## config.mk

```make
export PLATFORM = sky130hd
export DESIGN_NAME = xoodyak_build
export DESIGN_NICKNAME = d
export VERILOG_FILES = /design/src/rtl/xoodyak_build.sv
export SDC_FILE = /design/constraint.sdc
export NUM_CORES = 2
export LEC_CHECK = 0
export CAP_MARGIN = 20
export CORE_UTILIZATION = 45
export CTS_BUF_LIST = sky130_fd_sc_hd__clkbuf_4 sky130_fd_sc_hd__clkbuf_8
export CTS_CLUSTER_SIZE = 20
export DETAILED_ROUTE_END_ITERATION = 16
export PLACE_DENSITY = 0.74
export SETUP_SLACK_MARGIN = 0.3
export SYNTH_ARGS = -nofsm -noshare
export SYNTH_HDL_FRONTEND = slang
export SYNTH_SLANG_ARGS = --single-unit
```

## constraint.sdc

```tcl
create_clock -name eph1 -period 3.4 [get_ports eph1]
set_clock_uncertainty 0.2 [all_clocks]
set_input_delay 0.34 -clock eph1 [delete_from_list [all_inputs] [get_ports eph1]]
set_output_delay 0.34 -clock eph1 [all_outputs]
set_load 0.005 [all_outputs]
```

## src/rtl/xoodyak_build.sv

```systemverilog
// xoodyak_build: Xoodyak command engine built around the Xoodoo[12]
// permutation, one round per clock.
//
// Ports
//   eph1        clock, all flops rising-edge
//   reset       asynchronous active-low reset
//   start       command strobe, sampled only while idle
//   input_data  352-bit command data, byte k = input_data[351-8k -: 8]
//   opmode      [2:0] operation, [5] continue flag, [4:3] unused
//   textout     192-bit cipher/plain/squeeze output, held between updates
//   finished    one-cycle completion pulse
//
// FSM states
//   state    | meaning
//   ST_IDLE  | waiting for start with a non-zero op
//   ST_PREP  | command captured; finish single-cycle ops or inject Up constant
//   ST_ROUND | running permutation rounds 0..11, Down applied on round 11
module xoodyak_build (
    input  logic         eph1,
    input  logic         reset,
    input  logic         start,
    input  logic [351:0] input_data,
    input  logic [5:0]   opmode,
    output logic [191:0] textout,
    output logic         finished
);

    typedef enum logic [1:0] {ST_IDLE, ST_PREP, ST_ROUND} state_t;

    localparam logic [2:0] OP_IDLE  = 3'd0;
    localparam logic [2:0] OP_INIT  = 3'd1;
    localparam logic [2:0] OP_NONCE = 3'd2;
    localparam logic [2:0] OP_ASSOC = 3'd3;
    localparam logic [2:0] OP_ENC   = 3'd4;
    localparam logic [2:0] OP_DEC   = 3'd5;
    localparam logic [2:0] OP_SQZ   = 3'd6;
    localparam logic [2:0] OP_RAT   = 3'd7;

    state_t         state, state_nxt;
    logic [383:0]   s, s_nxt;
    logic           phase_down, phase_down_nxt;
    logic [3:0]     rnd, rnd_nxt;
    logic [191:0]   textout_nxt;
    logic           finished_nxt;
    logic           capture;
    logic [2:0]     op_q;
    logic           cont_q;
    logic [351:0]   data_q;

    logic [383:0]   s_round;
    logic [191:0]   y;
    logic [191:0]   xy;
    logic [383:0]   absorb_mask;
    logic [7:0]     cu;
    logic [1:0]     unused_opmode;

    assign unused_opmode = opmode[4:3];

    function automatic logic [31:0] rotl(input logic [31:0] v, input int n);
        return (v << n) | (v >> (32 - n));
    endfunction

    function automatic logic [31:0] round_const(input logic [3:0] r);
        logic [31:0] c;
        case (r)
            4'd0:    c = 32'h058;
            4'd1:    c = 32'h038;
            4'd2:    c = 32'h3C0;
            4'd3:    c = 32'h0D0;
            4'd4:    c = 32'h120;
            4'd5:    c = 32'h014;
            4'd6:    c = 32'h060;
            4'd7:    c = 32'h02C;
            4'd8:    c = 32'h380;
            4'd9:    c = 32'h0F0;
            4'd10:   c = 32'h1A0;
            4'd11:   c = 32'h012;
            default: c = 32'h000;
        endcase
        return c;
    endfunction

    // Lane (y,x) holds state bytes 16y+4x .. 16y+4x+3, least significant first.
    function automatic logic [383:0] xoodoo_round(input logic [383:0] s_in,
                                                  input logic [31:0]  rc);
        logic [31:0]  a [3][4];
        logic [31:0]  b [3][4];
        logic [31:0]  p [4];
        logic [31:0]  e [4];
        logic [31:0]  t [4];
        logic [383:0] s_out;
        for (int yy = 0; yy < 3; yy++)
            for (int x = 0; x < 4; x++)
                for (int k = 0; k < 4; k++)
                    a[yy][x][8*k +: 8] = s_in[383 - 8*(16*yy + 4*x + k) -: 8];
        for (int x = 0; x < 4; x++)
            p[x] = a[0][x] ^ a[1][x] ^ a[2][x];
        for (int x = 0; x < 4; x++)
            e[x] = rotl(p[(x + 3) % 4], 5) ^ rotl(p[(x + 3) % 4], 14);
        for (int yy = 0; yy < 3; yy++)
            for (int x = 0; x < 4; x++)
                a[yy][x] = a[yy][x] ^ e[x];
        for (int x = 0; x < 4; x++)
            t[x] = a[1][x];
        for (int x = 0; x < 4; x++) begin
            a[1][x] = t[(x + 3) % 4];
            a[2][x] = rotl(a[2][x], 11);
        end
        a[0][0] = a[0][0] ^ rc;
        for (int yy = 0; yy < 3; yy++)
            for (int x = 0; x < 4; x++)
                b[yy][x] = ~a[(yy + 1) % 3][x] & a[(yy + 2) % 3][x];
        for (int yy = 0; yy < 3; yy++)
            for (int x = 0; x < 4; x++)
                a[yy][x] = a[yy][x] ^ b[yy][x];
        for (int x = 0; x < 4; x++) begin
            a[1][x] = rotl(a[1][x], 1);
            t[x]    = a[2][x];
        end
        for (int x = 0; x < 4; x++)
            a[2][x] = rotl(t[(x + 2) % 4], 8);
        for (int yy = 0; yy < 3; yy++)
            for (int x = 0; x < 4; x++)
                for (int k = 0; k < 4; k++)
                    s_out[383 - 8*(16*yy + 4*x + k) -: 8] = a[yy][x][8*k +: 8];
        return s_out;
    endfunction

    // XOR pattern for Down: first n bytes of x, 0x01 padding at byte n,
    // colour constant cd in the last byte.
    function automatic logic [383:0] down_mask(input logic [383:0] x,
                                               input int           n,
                                               input logic [7:0]   cd);
        logic [383:0] m;
        m = '0;
        for (int k = 0; k < 48; k++)
            if (k < n)
                m[383 - 8*k -: 8] = x[383 - 8*k -: 8];
        m[383 - 8*n -: 8] = m[383 - 8*n -: 8] ^ 8'h01;
        m[7:0] = m[7:0] ^ cd;
        return m;
    endfunction

    assign s_round = xoodoo_round(s, round_const(rnd));
    assign y       = s_round[383:192];
    assign xy      = data_q[351:160] ^ y;

    assign absorb_mask = (op_q == OP_NONCE)
                       ? down_mask({data_q[351:224], 256'b0}, 16, 8'h03)
                       : down_mask({data_q, 32'b0}, 44, cont_q ? 8'h00 : 8'h03);

    always_comb begin
        cu = 8'h00;
        case (op_q)
            OP_ENC, OP_DEC: cu = cont_q ? 8'h00 : 8'h80;
            OP_SQZ:         cu = cont_q ? 8'h00 : 8'h40;
            OP_RAT:         cu = 8'h10;
            default:        cu = 8'h00;
        endcase
    end

    always_comb begin
        state_nxt      = state;
        s_nxt          = s;
        phase_down_nxt = phase_down;
        rnd_nxt        = rnd;
        textout_nxt    = textout;
        finished_nxt   = 1'b0;
        capture        = 1'b0;
        case (state)
            ST_IDLE: begin
                if (start && (opmode[2:0] != OP_IDLE)) begin
                    capture   = 1'b1;
                    state_nxt = ST_PREP;
                end
            end
            ST_PREP: begin
                if (op_q == OP_INIT) begin
                    s_nxt          = down_mask({data_q[351:224], 256'b0}, 17, 8'h02);
                    phase_down_nxt = 1'b1;
                    finished_nxt   = 1'b1;
                    state_nxt      = ST_IDLE;
                end else if (((op_q == OP_NONCE) || (op_q == OP_ASSOC)) && !phase_down) begin
                    // Absorb directly after an Up: no permutation needed.
                    s_nxt          = s ^ absorb_mask;
                    phase_down_nxt = 1'b1;
                    finished_nxt   = 1'b1;
                    state_nxt      = ST_IDLE;
                end else begin
                    s_nxt     = {s[383:8], s[7:0] ^ cu};
                    rnd_nxt   = 4'd0;
                    state_nxt = ST_ROUND;
                end
            end
            ST_ROUND: begin
                if (rnd != 4'd11) begin
                    s_nxt   = s_round;
                    rnd_nxt = rnd + 4'd1;
                end else begin
                    case (op_q)
                        OP_NONCE, OP_ASSOC: s_nxt = s_round ^ absorb_mask;
                        OP_ENC: begin
                            textout_nxt = xy;
                            s_nxt = s_round ^ down_mask({data_q[351:160], 192'b0}, 24, 8'h00);
                        end
                        OP_DEC: begin
                            textout_nxt = xy;
                            s_nxt = s_round ^ down_mask({xy, 192'b0}, 24, 8'h00);
                        end
                        OP_SQZ: begin
                            textout_nxt = y;
                            s_nxt = s_round ^ down_mask('0, 0, 8'h00);
                        end
                        OP_RAT: s_nxt = s_round ^ down_mask({y[191:64], 256'b0}, 16, 8'h00);
                        default: s_nxt = s_round;
                    endcase
                    rnd_nxt        = 4'd0;
                    phase_down_nxt = 1'b1;
                    finished_nxt   = 1'b1;
                    state_nxt      = ST_IDLE;
                end
            end
            default: state_nxt = ST_IDLE;
        endcase
    end

    always_ff @(posedge eph1 or negedge reset) begin
        if (!reset)
            state <= ST_IDLE;
        else
            state <= state_nxt;
    end

    always_ff @(posedge eph1 or negedge reset) begin
        if (!reset) begin
            s          <= '0;
            phase_down <= 1'b0;
            rnd        <= 4'd0;
            textout    <= '0;
            finished   <= 1'b0;
            op_q       <= OP_IDLE;
            cont_q     <= 1'b0;
            data_q     <= '0;
        end else begin
            s          <= s_nxt;
            phase_down <= phase_down_nxt;
            rnd        <= rnd_nxt;
            textout    <= textout_nxt;
            finished   <= finished_nxt;
            if (capture) begin
                op_q   <= opmode[2:0];
                cont_q <= opmode[5];
                data_q <= input_data;
            end
        end
    end

endmodule

```

==> flow_summary.ini <==
[cts]
clk_pin_slew_ps = 70
cts_buffers = 177
cts_tree = yes
clock-sinks = 940
clk-insertion-delay-late_ps = 1060
h-tree-depth = 4
clock_path_buffers = 3
root_buffer = clkbuf_8

[logic_synthesis]
yosys_warnings = 0
async_flop_share_pct = 100.0
syn_nets = 8465
ys_ff_latch = 940
syn_area_per_cell_um2 = 8.909
netlist_instances = 8093
synth-main-ff-cell = dfrtp_1
synth_area_um2 = 72100
synth_edf_count = 0
synth.distinct_cells = 76
ys_seq_area_share_pct = 32.63

[setup_path]
worstSetupStartpointType = register
cp_max_fo = 5
slowest_delay_ps = 540
crit_path_cell_trace = xnor3_2 > xnor2_2 > buf_12 > xnor2_4 > buf_4 > nor2_1 > xor2_1 > buf_4 > and3_1 > o21ai_0 > a31oi_2
critical_path.top_delay_family = XOR/XNOR gates
path_class = register to register
critPathCaptureType = register
path_buf_inv = 3
cp.arrival_ps = 4000
required_ps = 4120
path_common_cell = buf_4
crit_slowest_cell = xnor3_2

[floorplanning]
design.core.area_um2 = 158700
rows = 146
io_pins = 554
die_area_um2 = 161800
die_y_um = 402.3
initial_utilization_pct = 45.42
die-width_um = 402.3

[grt]
grt_pass1_vias = 70840
grt_max_degree = 150
grt_usage_pct = 48.43
globalRouteOverflowTotal = 0
grt_antenna_before_repair = 23
grt_pass1_wl_um = 551000

[routing]
routed_wl_um = 403500
vias_per_cell = 6.287
postRouteAntennaNets = 0
dr.pass1.iters = 9
drt-initial-drc-count = 11560
vias = 75630
drc = 0
wl_per_cell_um = 33.54

[finish]
final_cell_mix = 1,146 x buf_4, 1,097 x nand2_1, 833 x o21ai_0, 822 x dfrtp_1, 731 x xnor2_1
nFillCells = 12720
seq_area_um2 = 23680
drive_gt1_share_pct = 26.18
layout_commonest_cell = buf_4
multiInputGateArea_um2 = 47690
nets = 10160
area_growth_pct = 37.84

[timing]
slew-limit-headroom_pct = 26.33
finalMaxSlewViolations = 0
layout_min_cycle_time_ps = 3277
fin_ws_ps = 122.6
worst_pin_slew_ps = 1105
fmax_mhz = 305.1
setup_violations = 0
hold_viol_final = 0
post-route-period-util_pct = 96.39
rsz0062_at_grt = yes

[worst_hold_path]
hold_class = primary input to register

[place]
dp_hpwl_um = 304500
gp_congestion = 1.119
pre_cts_slack_ps = -362.2
port_buffers = 551

[flow_run]
max_cap_violations = 0

[outcome]
status = finished clean
[sequential cells by signal, indices dropped and copies added (netlist names), 2 cells and up]
name,cells
s,384
data_q,352
textout,192
rnd,4
op_q,3
state,2
[cell families after synthesis]
logic type               synth area share (%)
flip-flops                              32.63
adder cells (fa/ha/maj)                0.1909
XOR/XNOR                                24.76
AND/OR/NAND/NOR                         11.63
multiplexers                            6.089
buffers and inverters                   4.732
AO/OA/AOI/OAI                           19.98
[timing repair]
item,in CTS,in global routing
endpoints found under the hold margin,1297,0
gates resized for setup,252,316
gates cloned,0,1
setup endpoints to repair,248,216
hold buffers,360,0
setup buffers,33,105
pin swaps,68,182
[final timing paths]
kind                                          start                       end  slack (ps)  cells after the start
max                              s[330]$_DFFE_PN0P_        s[314]$_DFFE_PN0P_         120                     11
max in group asynchronous                     reset        s[321]$_DFFE_PN0P_        1880                      5
min reg2reg                textout[122]$_DFFE_PN0P_  textout[122]$_DFFE_PN0P_         270                      2
min in group asynchronous                     reset   data_q[274]$_DFFE_PN0P_         460                      4
min                                  input_data[28]    data_q[28]$_DFFE_PN0P_         270                      3
max reg2reg                      s[330]$_DFFE_PN0P_        s[314]$_DFFE_PN0P_         120                     11
[layout make-up]
class	count	area share, %
Multi-Input combinational cell	6275	47.99
Sequential cell	940	23.82
Timing Repair Buffer	2208	20.61
Clock buffer	270	3.481
Tap cell	2072	2.609
Clock inverter	56	0.7277
Inverter	190	0.7214
Antenna cell	17	0.04281
[synthesized netlist by cell type, types with 39 or more instances]
library cell  instances  area share, %
nor2b_1             119            1.0
o21a_1               41           0.43
a221oi_1            108            1.3
buf_2                84           0.58
inv_1               189           0.98
xnor3_1             167            5.2
clkbuf_1            515            2.7
xnor2_1             833             10
and3_1               94           0.82
a32oi_1              67           0.81
mux2_2              369            5.8
nand3_1              67           0.47
a211oi_1             96            1.0
nor3b_1             104            1.1
xor2_1              460            5.6
o31ai_1             176            1.8
nand2_1            1103            5.7
a31oi_1             126            1.1
dfrtp_1             940             33
o21ai_0             840            5.8
buf_1                88           0.46
a21oi_1             587            4.1
o211ai_1            137            1.4
xnor2_2              91            2.1
a21o_1               39           0.41
nor2_1              311            1.6
[through the flow]
step	TNS [ps]	std cells	utilization, %	cell area, um2	hold WS [ps]
after floorplan	0	8093	-	72100	-155.6
after global placement	-2354	11190	55.23	87680	171.6
after detailed placement	-2453	11190	55.23	87680	168.7
after CTS	0	11910	61.06	96920	223.9
after global routing	0	12020	62.58	99350	271.3
final	0	12030	62.60	99380	267.3
[routing by layer]
metal	vias to the layer above	track usage [%]	share of wire, %
met5	-	0	0.031
met4	18	34.89	9.0
met1	37050	61.19	37
met2	5662	70.59	42
met3	1334	14.07	12
li1	31560	-	-
[worst reg2reg max path: stages (launching register included)]
cell     delay [ps]
dfrtp_1         420
xnor3_2         540
xnor2_2         190
buf_12          160
xnor2_4         230
buf_4           210
nor2_1           60
xor2_1          190
buf_4           220
and3_1          180
o21ai_0         110
a31oi_2         440
Power is not shown: default switching activity piles up to over one toggle a cycle in this logic, so the estimate is an artifact.
